`src/rtl/sine_wave_generator.sv`:
```
// sine_wave_generator: DDS sine source built from a phase accumulator and a quarter-wave ROM.
// Optional macro SINE_GEN_FREQ_PORT_EN adds a runtime freq_word increment input.
module sine_wave_generator #(
    parameter int              PHASE_W   = 32,
    parameter longint unsigned PHASE_INC = 64'd16777216
) (
    input  logic               clk,
    input  logic               rst,
`ifdef SINE_GEN_FREQ_PORT_EN
    input  logic [PHASE_W-1:0] freq_word,
`endif
    output logic [15:0]        sine_wave
);

    logic [PHASE_W-1:0] r_phase;
    logic [PHASE_W-1:0] w_inc;
    logic [7:0]         w_idx;
    logic [1:0]         w_q;
    logic [5:0]         w_a;
    logic [6:0]         w_addr;
    logic [14:0]        w_mag;
    logic [15:0]        w_pos;
    logic [15:0]        w_sample;

`ifdef SINE_GEN_FREQ_PORT_EN
    assign w_inc = freq_word;
`else
    assign w_inc = PHASE_W'(PHASE_INC);
`endif

    // Top 8 phase bits select one of 256 points; lower bits are truncated.
    assign w_idx = r_phase[PHASE_W-1 -: 8];
    assign w_q   = w_idx[7:6];
    assign w_a   = w_idx[5:0];

    // Odd quadrants walk the quarter table backwards.
    assign w_addr = w_q[0] ? (7'd64 - {1'b0, w_a}) : {1'b0, w_a};

    // Quarter-wave table: round(32767*sin(2*pi*k/256)), k = 0..64.
    always_comb begin
        w_mag = 15'd0;
        case (w_addr)
            7'd0:  w_mag = 15'd0;
            7'd1:  w_mag = 15'd804;
            7'd2:  w_mag = 15'd1608;
            7'd3:  w_mag = 15'd2410;
            7'd4:  w_mag = 15'd3212;
            7'd5:  w_mag = 15'd4011;
            7'd6:  w_mag = 15'd4808;
            7'd7:  w_mag = 15'd5602;
            7'd8:  w_mag = 15'd6393;
            7'd9:  w_mag = 15'd7179;
            7'd10: w_mag = 15'd7962;
            7'd11: w_mag = 15'd8739;
            7'd12: w_mag = 15'd9512;
            7'd13: w_mag = 15'd10278;
            7'd14: w_mag = 15'd11039;
            7'd15: w_mag = 15'd11793;
            7'd16: w_mag = 15'd12539;
            7'd17: w_mag = 15'd13279;
            7'd18: w_mag = 15'd14010;
            7'd19: w_mag = 15'd14732;
            7'd20: w_mag = 15'd15446;
            7'd21: w_mag = 15'd16151;
            7'd22: w_mag = 15'd16846;
            7'd23: w_mag = 15'd17530;
            7'd24: w_mag = 15'd18204;
            7'd25: w_mag = 15'd18868;
            7'd26: w_mag = 15'd19519;
            7'd27: w_mag = 15'd20159;
            7'd28: w_mag = 15'd20787;
            7'd29: w_mag = 15'd21403;
            7'd30: w_mag = 15'd22005;
            7'd31: w_mag = 15'd22594;
            7'd32: w_mag = 15'd23170;
            7'd33: w_mag = 15'd23731;
            7'd34: w_mag = 15'd24279;
            7'd35: w_mag = 15'd24811;
            7'd36: w_mag = 15'd25329;
            7'd37: w_mag = 15'd25832;
            7'd38: w_mag = 15'd26319;
            7'd39: w_mag = 15'd26790;
            7'd40: w_mag = 15'd27245;
            7'd41: w_mag = 15'd27683;
            7'd42: w_mag = 15'd28105;
            7'd43: w_mag = 15'd28510;
            7'd44: w_mag = 15'd28898;
            7'd45: w_mag = 15'd29268;
            7'd46: w_mag = 15'd29621;
            7'd47: w_mag = 15'd29956;
            7'd48: w_mag = 15'd30273;
            7'd49: w_mag = 15'd30571;
            7'd50: w_mag = 15'd30852;
            7'd51: w_mag = 15'd31113;
            7'd52: w_mag = 15'd31356;
            7'd53: w_mag = 15'd31580;
            7'd54: w_mag = 15'd31785;
            7'd55: w_mag = 15'd31971;
            7'd56: w_mag = 15'd32137;
            7'd57: w_mag = 15'd32285;
            7'd58: w_mag = 15'd32412;
            7'd59: w_mag = 15'd32521;
            7'd60: w_mag = 15'd32609;
            7'd61: w_mag = 15'd32678;
            7'd62: w_mag = 15'd32728;
            7'd63: w_mag = 15'd32757;
            7'd64: w_mag = 15'd32767;
            default: w_mag = 15'd0;
        endcase
    end

    // Lower half-cycle is the negated magnitude; table peak 32767 keeps this overflow-free.
    assign w_pos    = {1'b0, w_mag};
    assign w_sample = w_q[1] ? (16'd0 - w_pos) : w_pos;

    // Phase accumulator, wraps silently modulo 2**PHASE_W.
    always_ff @(posedge clk or negedge rst) begin
        if (!rst) begin
            r_phase <= '0;
        end else begin
            r_phase <= r_phase + w_inc;
        end
    end

    // Output register: sample of the phase present before this edge.
    always_ff @(posedge clk or negedge rst) begin
        if (!rst) begin
            sine_wave <= 16'd0;
        end else begin
            sine_wave <= w_sample;
        end
    end

endmodule

```
`config.mk`:
```
export PLATFORM = sky130hd
export DESIGN_NAME = sine_wave_generator
export DESIGN_NICKNAME = d
export VERILOG_FILES = /design/src/rtl/sine_wave_generator.sv
export SDC_FILE = /design/constraint.sdc
export NUM_CORES = 1
export LEC_CHECK = 0
export CAP_MARGIN = 10
export CORE_MARGIN = 2
export CORE_UTILIZATION = 57
export CTS_CLUSTER_DIAMETER = 60
export CTS_CLUSTER_SIZE = 10
export DETAILED_ROUTE_END_ITERATION = 8
export PLACE_DENSITY = 0.8
export SYNTH_ARGS = -nofsm -noshare
export SYNTH_HDL_FRONTEND = slang
export SYNTH_SLANG_ARGS = --single-unit
```
`constraint.sdc`:
```
create_clock -name clk -period 4.3 [get_ports clk]
set_input_delay 0.86 -clock clk [delete_from_list [all_inputs] [get_ports clk]]
set_output_delay 0.86 -clock clk [all_outputs]
set_load 0.05 [all_outputs]
```
==> metrics.csv, run 1 <==
stage,metric,value,unit
synth,Mapped Nets,553,
synth,synthesized area per cell,7.50,sq um
run,reported max-cap violation count,0,
timing,Worst slew margin,0.430,
floorplan,I/O Pins,18,
routing,Via Count,4564,
synth,Post-synth top flop,dfrtp_1,
clock_network,Clock Tree Root,clkbuf_8,
worst_setup_path,WP data required,4.46,ns
routing,# DRC,0,
status,run status,"complete, no violations",
routing,DRT Pass-1 Iters,5,
finish,P&R area growth vs syn,9.38,%
timing,Final Skew,0.00131,ns
timing,RSZ-0062 raised after global routing,false,
timing,Final min period,4.08,ns
finish,n_diodes,0,
clock_network,"Clk Latency, worst-skew pair",0.27,ns
pwr,"IR drop worst, VDD",0.000130,V
routing,DRT antenna net count,0,
clock_network,clk slew on worst S/H paths,0.09,ns
pwr,power density over cell area,98.5,nW/um^2
finish,"most common cell after layout, fill and taps aside",nor2_1,
synth,Synth Cell Area,4030,sq um
synth,"EDFF count, synth",0,
timing,final hold violation count,0,
grt,total grt overflow,0,
worst_setup_path,Max stage delay on crit path,0.61,ns
timing,Setup-failing EPs final,0,
timing,fmax,245,MHz
worst_setup_path,crit path DAT,4.24,ns
finish,Final #Nets,559,
clock_network,Max clock buf depth,2,
worst_setup_path,CP endpoint kind,register,
finish,Fillers,622,
synth,Synth Instances,537,
worst_setup_path,CP cell instances,buf_4 -> nor2b_1 -> a211oi_4 -> buf_4 -> or3_1 -> a22o_1 -> a211o_1 -> nand3_1 -> ha_1 -> nand4_1 -> or3_1 -> a211o_1,
routing,DRT Wirelength,14500,um
pwr,"Power, Total",434,uW
floorplan,full die area,7760,sq um
grt,initial antenna violation count,0,
finish,Storage cell area,603,sq um
floorplan,num rows,30,
finish,most frequent cells in the layout,"nor2_1, nand2_1, buf_4",
synth,synth warn,0,
worst_setup_path,Worst Path Buf+Inv,2,
routing,vias per inst,7.15,
synth,"Seq/Total Area, Yosys",0.149,
clock_network,total CTS buffers,3,
timing,Worst-Margin Slew,0.844,ns
grt,Tot GR Track Use,0.379,
synth,Yosys reg bits,24,
timing,Tcrit/Tclk final,0.949,
timing,final hold slack,0.618,ns
place,PortBufs,17,
clock_network,hold buffer count at CTS,0,
routing,Avg WL per Cell,22.7,um
routing,DRT iter0 DRCs,679,
worst_setup_path,"critical path fanouts, max",21,
clock_network,H-tree Lvls,1,
clock_network,CTS tree,built,
grt,first-pass GRT wire length,22900,um
finish,layout cells sized above 1,0.148,
worst_setup_path,Critical-path top delay cell,dfrtp_1,
grt,largest net degree at the start of global routing,38,
synth,"Distinct cells, synth",90,
floorplan,core area,6830,sq um
finish,area occupied by multi-input gates,3080,sq um
synth,asr flop ratio synth,1.00,
worst_hold_path,Hold WC Path Type,reg2reg,
grt,vias in the first global route,4188,
pwr,Leak,1.57,nW
clock_network,Sink Count,24,
worst_setup_path,crit start category,register,
worst_setup_path,"CP delay by family, top",simple AND/OR/NAND/NOR gates,
floorplan,Initial Util,0.590,
timing,setup tns final,0,ns
place,gp weighted congestion,1.04,
floorplan,Die H,88.1,um
floorplan,chip width,88.1,um
synth,Synth area leaders,"dfrtp_1, ha_1, nor2_1",
timing,Max Transition Viols Final,0,
place,HPWL Detailed,10700,um
synth,post-synth top area cell,dfrtp_1,
worst_setup_path,Crit Path Class,reg2reg,
synth,Synth top area share,0.149,
power by group:
part	internal [mW]	switching, mW	total, mW
logic	0.00331	0.00479	0.00811
registers	0.225	0	0.225
clock network	0.125	0.0760	0.201
logic make-up after synthesis:
| logic type | count (synthesis) | synth area share |
|---|---|---|
| buffers and inverters | 69 | 0.0901 |
| AND/OR/NAND/NOR | 205 | 0.276 |
| AO/OA/AOI/OAI | 186 | 0.345 |
| flip-flops | 24 | 0.149 |
| adder cells (fa/ha/maj) | 15 | 0.0460 |
| multiplexers | 15 | 0.0419 |
| XOR/XNOR | 23 | 0.0519 |
state kept, by name (all words and copies together) (netlist names):
name and cells:
r_phase 8, sine_wave 16
layer usage:
layer / share of wire / wire length (um) / vias to the layer above / global-route usage
met2: 0.45 / 6530 / 388 / 0.607
met1: 0.39 / 5600 / 2075 / 0.513
li1: - / - / 2051 / -
met5: 0 / 0 / - / 0
met3: 0.12 / 1750 / 50 / 0.0547
met4: 0.042 / 605 / 0 / 0.154
worst reg2reg max path, cell delays in order (launching register included):
cell and delay, ns:
dfrtp_1 0.61, buf_4 0.32, nor2b_1 0.39, a211oi_4 0.25
buf_4 0.24, or3_1 0.32, a22o_1 0.25, a211o_1 0.30
nand3_1 0.23, ha_1 0.26, nand4_1 0.14, or3_1 0.41
a211o_1 0.26
cell type report:
type / count / area share
clock inverters: 1 / 0.00681
flip-flops and latches: 24 / 0.137
repair buffers: 56 / 0.110
well taps: 96 / 0.0273
inverters: 14 / 0.0119
multi-input cells: 444 / 0.698
clock buffers: 3 / 0.00937
final timing paths:
path	startpoint	end	slack (ns)	depth (start not counted)
setup / recovery	r_phase[30]$_DFF_PN0_	sine_wave[14]$_DFF_PN0_	0.22	12
hold / removal	r_phase[24]$_DFF_PN0_	r_phase[24]$_DFF_PN0_	0.62	2
setup reg to reg	r_phase[30]$_DFF_PN0_	sine_wave[14]$_DFF_PN0_	0.22	12
hold reg to reg	r_phase[24]$_DFF_PN0_	r_phase[24]$_DFF_PN0_	0.62	2
max in group asynchronous	rst	sine_wave[14]$_DFF_PN0_	2.97	2
min in group asynchronous	rst	r_phase[29]$_DFF_PN0_	0.90	1
through the flow:
stage                     instance area [sq um]  utilization  instances  worst slack [ns]
final                                      4410        0.645        638             0.220
after global routing                       4410        0.645        638            0.0829
after CTS                                  4370        0.639        637             0.255
after detailed placement                   4300        0.629        633             0.273
after global placement                     4300        0.629        633             0.343
after floorplan                            4030            -        537             0.101
cells in the mapped netlist, types with 4 or more instances:
library cell  count
nor4_1            4
xnor2_1          18
a211oi_1          9
o21ai_1           8
o21ai_0          22
o211ai_1         13
a311oi_1          4
xor2_1            4
mux2i_1           9
inv_1            11
buf_2            20
nor2b_1          11
ha_1             14
and3_1            5
o22ai_1           8
nor3_1           16
o221ai_1          5
a32oi_1           4
buf_6             9
o32ai_1           6
a21oi_1          25
nor2_1           45
nand3_1          25
o2111ai_1         5
o31ai_1           8
a22oi_1           4
nand2_1          40
o21a_1            8
nand4_1           5
nand2b_1         17
and2_1            5
a2111oi_0         7
a211o_1           4
buf_1             8
a31oi_1           8
or3_1             7
clkbuf_1         15
dfrtp_1          24
repair_timing:
action / 4_1_cts / 5_1_grt
endpoints found under the setup margin: 0 / 4
setup buffers: 0 / 0
resized for setup: 0 / 3
(Power assumes the default switching activity.)
==> run 2, diff against run 1 <==
--- a/config.mk
+++ b/config.mk
@@ -9,7 +9,6 @@
 export CORE_MARGIN = 2
 export CORE_UTILIZATION = 57
 export CTS_CLUSTER_DIAMETER = 60
-export CTS_CLUSTER_SIZE = 10
 export DETAILED_ROUTE_END_ITERATION = 8
 export PLACE_DENSITY = 0.8
 export SYNTH_ARGS = -nofsm -noshare
==> results of run 2 <==
Final layout, timing and power as in run 1 (identical DEF).
==> run 3, diff against run 2 <==
--- a/config.mk
+++ b/config.mk
@@ -10,6 +10,7 @@
 export CORE_UTILIZATION = 57
 export CTS_CLUSTER_DIAMETER = 60
 export DETAILED_ROUTE_END_ITERATION = 8
+export MAX_ROUTING_LAYER = met4
 export PLACE_DENSITY = 0.8
 export SYNTH_ARGS = -nofsm -noshare
 export SYNTH_HDL_FRONTEND = slang
==> metrics.csv, run 3 (synthesized netlist as in run 1, its figures left out) <==
stage,metric,value,unit,change
status,run status,"complete, no violations",,
floorplan,full die area,7760,sq um,unchanged
routing,Avg WL per Cell,22.8,um,+0.32%
timing,RSZ-0062 raised after global routing,false,,
timing,Worst-Margin Slew,1.02,ns,+0.180 ns
routing,DRT antenna net count,0,,unchanged
clock_network,H-tree Lvls,1,,unchanged
grt,vias in the first global route,3963,,-5.4%
grt,first-pass GRT wire length,22600,um,-1.2%
floorplan,core area,6830,sq um,unchanged
worst_setup_path,Crit Path Class,reg2reg,,
routing,DRT Wirelength,14600,um,+1.1%
routing,Via Count,4677,,+2.5%
finish,Largest Register,sine_wave,,
worst_setup_path,WP data required,4.46,ns,about the same
clock_network,Post-CTS Repair Setup Buffers,0,,unchanged
pwr,Leak,1.60,nW,+1.6%
run,reported max-cap violation count,0,,unchanged
finish,Final #Nets,564,,+0.89%
clock_network,clk slew on worst S/H paths,0.09,ns,about the same
finish,max FFs per register,16,,unchanged
worst_setup_path,CP cell instances,inv_1 -> ha_1 -> nand2_1 -> a21boi_1 -> buf_4 -> inv_2 -> ha_1 -> inv_1 -> o32ai_1 -> o311a_1 -> o211ai_1 -> nand3_1 -> ha_1 -> nand4_1 -> or3_1 -> a211o_1,,
worst_setup_path,"critical path fanouts, max",16,,-24%
finish,P&R area growth vs syn,10.4,%,
pwr,"IR drop worst, VDD",0.000102,V,-21%
timing,Worst slew margin,0.312,,-0.118
finish,Fillers,618,,-0.64%
worst_setup_path,"most used cell, CP",ha_1,,
timing,Final WS setup,0.125,ns,-0.0946 ns
timing,fmax,240,MHz,-2.3%
worst_setup_path,Critical-path top delay cell,o32ai_1,,
finish,area occupied by multi-input gates,3070,sq um,-0.33%
clock_network,Sink Count,24,,unchanged
clock_network,CTS tree,built,,
place,pre-CTS WS,0.319,ns,+0.0459 ns
worst_setup_path,Max stage delay on crit path,0.57,ns,-0.04 ns
worst_setup_path,crit path DAT,4.33,ns,+0.09 ns
clock_network,Clock Tree Root,clkbuf_8,,
routing,DRT iter0 DRCs,667,,-1.8%
timing,Max Transition Viols Final,0,,unchanged
worst_setup_path,Worst Path Buf+Inv,4,,+2
grt,Tot GR Track Use,0.390,,+0.0103
floorplan,Initial Util,0.590,,unchanged
grt,total grt overflow,0,,unchanged
worst_setup_path,CP endpoint kind,register,,
routing,vias per inst,7.27,,+1.7%
floorplan,Die H,88.1,um,unchanged
timing,Tcrit/Tclk final,0.971,,+0.0220
timing,setup tns final,0,ns,unchanged
clock_network,Max clock buf depth,2,,unchanged
worst_hold_path,Hold WC Path Type,reg2reg,,
finish,Storage cell area,603,sq um,unchanged
timing,Final Skew,0.00575,ns,+0.00444 ns
place,gp weighted congestion,1.06,,+1.9%
timing,final hold violation count,0,,unchanged
floorplan,chip width,88.1,um,unchanged
place,HPWL Detailed,10900,um,+1.5%
timing,Final min period,4.17,ns,+0.0946 ns
worst_setup_path,"CP delay by family, top",compound AO/OA/AOI/OAI gates,,
finish,layout cells sized above 1,0.150,,+0.00231
floorplan,I/O Pins,18,,unchanged
clock_network,total CTS buffers,3,,unchanged
finish,n_diodes,0,,unchanged
clock_network,"Clk Latency, worst-skew pair",0.27,ns,about the same
finish,most frequent cells in the layout,"nor2_1, buf_4, nand2_1",,
routing,# DRC,0,,unchanged
grt,largest net degree at the start of global routing,29,,-24%
place,PortBufs,17,,unchanged
routing,DRT Pass-1 Iters,7,,+2
finish,fin util,0.651,,+0.00586
timing,Setup-failing EPs final,0,,unchanged
finish,biggest regs,"sine_wave: 16 flops, r_phase: 8 flops",,
floorplan,num rows,30,,unchanged
pwr,power density over cell area,97.4,nW/um^2,-1.2%
worst_setup_path,crit start category,register,,
grt,initial antenna violation count,0,,unchanged
finish,"most common cell after layout, fill and taps aside",nor2_1,,
## run 3: final cells by class
cell class | instances | share of cell area
Inverter | 14 | 0.0118
Timing Repair Buffer | 61 | 0.120
Tap cell | 96 | 0.0270
Multi-Input combinational cell | 444 | 0.690
Sequential cell | 24 | 0.136
Clock buffer | 3 | 0.00929
Clock inverter | 1 | 0.00675
## run 3: worst min-delay path, stage by stage (launching register included)
cell and delay [ns]:
dfrtp_2 0.36, inv_1 0.05, buf_4 0.16
## run 3: what timing repair did
action                                  CTS  global route
endpoints found under the setup margin    0             4
gates resized for setup                   0             1
hold buffers                              0             0
## run 3: power breakdown
part | total [mW] | switching [mW] | internal, mW
combinational | 0.00817 | 0.00485 | 0.00332
sequential | 0.225 | 0 | 0.225
clock | 0.199 | 0.0749 | 0.124
## run 3: path summary, 6_finish.rpt
kind | start | endpoint | slack, ns | depth (start not counted)
min in group asynchronous | rst | r_phase[28]$_DFF_PN0_ | 0.86 | 1
max | r_phase[24]$_DFF_PN0_ | sine_wave[14]$_DFF_PN0_ | 0.13 | 16
max reg2reg | r_phase[24]$_DFF_PN0_ | sine_wave[14]$_DFF_PN0_ | 0.13 | 16
max in group asynchronous | rst | r_phase[26]$_DFF_PN0_ | 3.01 | 2
min | r_phase[24]$_DFF_PN0_ | r_phase[24]$_DFF_PN0_ | 0.61 | 2
min reg2reg | r_phase[24]$_DFF_PN0_ | r_phase[24]$_DFF_PN0_ | 0.61 | 2
## run 3: per-layer routing
layer  wire length (um)  global-route usage  up-vias
met2               6440               0.596      370
li1                   -                   -     2057
met3               1790              0.0500       54
met5                  0                   -        -
met1               5810               0.532     2196
met4                595               0.127        0
## run 3: stage by stage
stage	area (sq um)	hold WS, ns	total power, mW	cells
2_1_floorplan	4030	0.564	0.230	537
3_3_place_gp	4350	0.592	0.235	638
3_5_place_dp	4350	0.594	0.235	638
4_1_cts	4420	0.607	0.431	642
5_1_grt	4450	0.631	0.443	643
6_report	4450	0.609	0.433	643
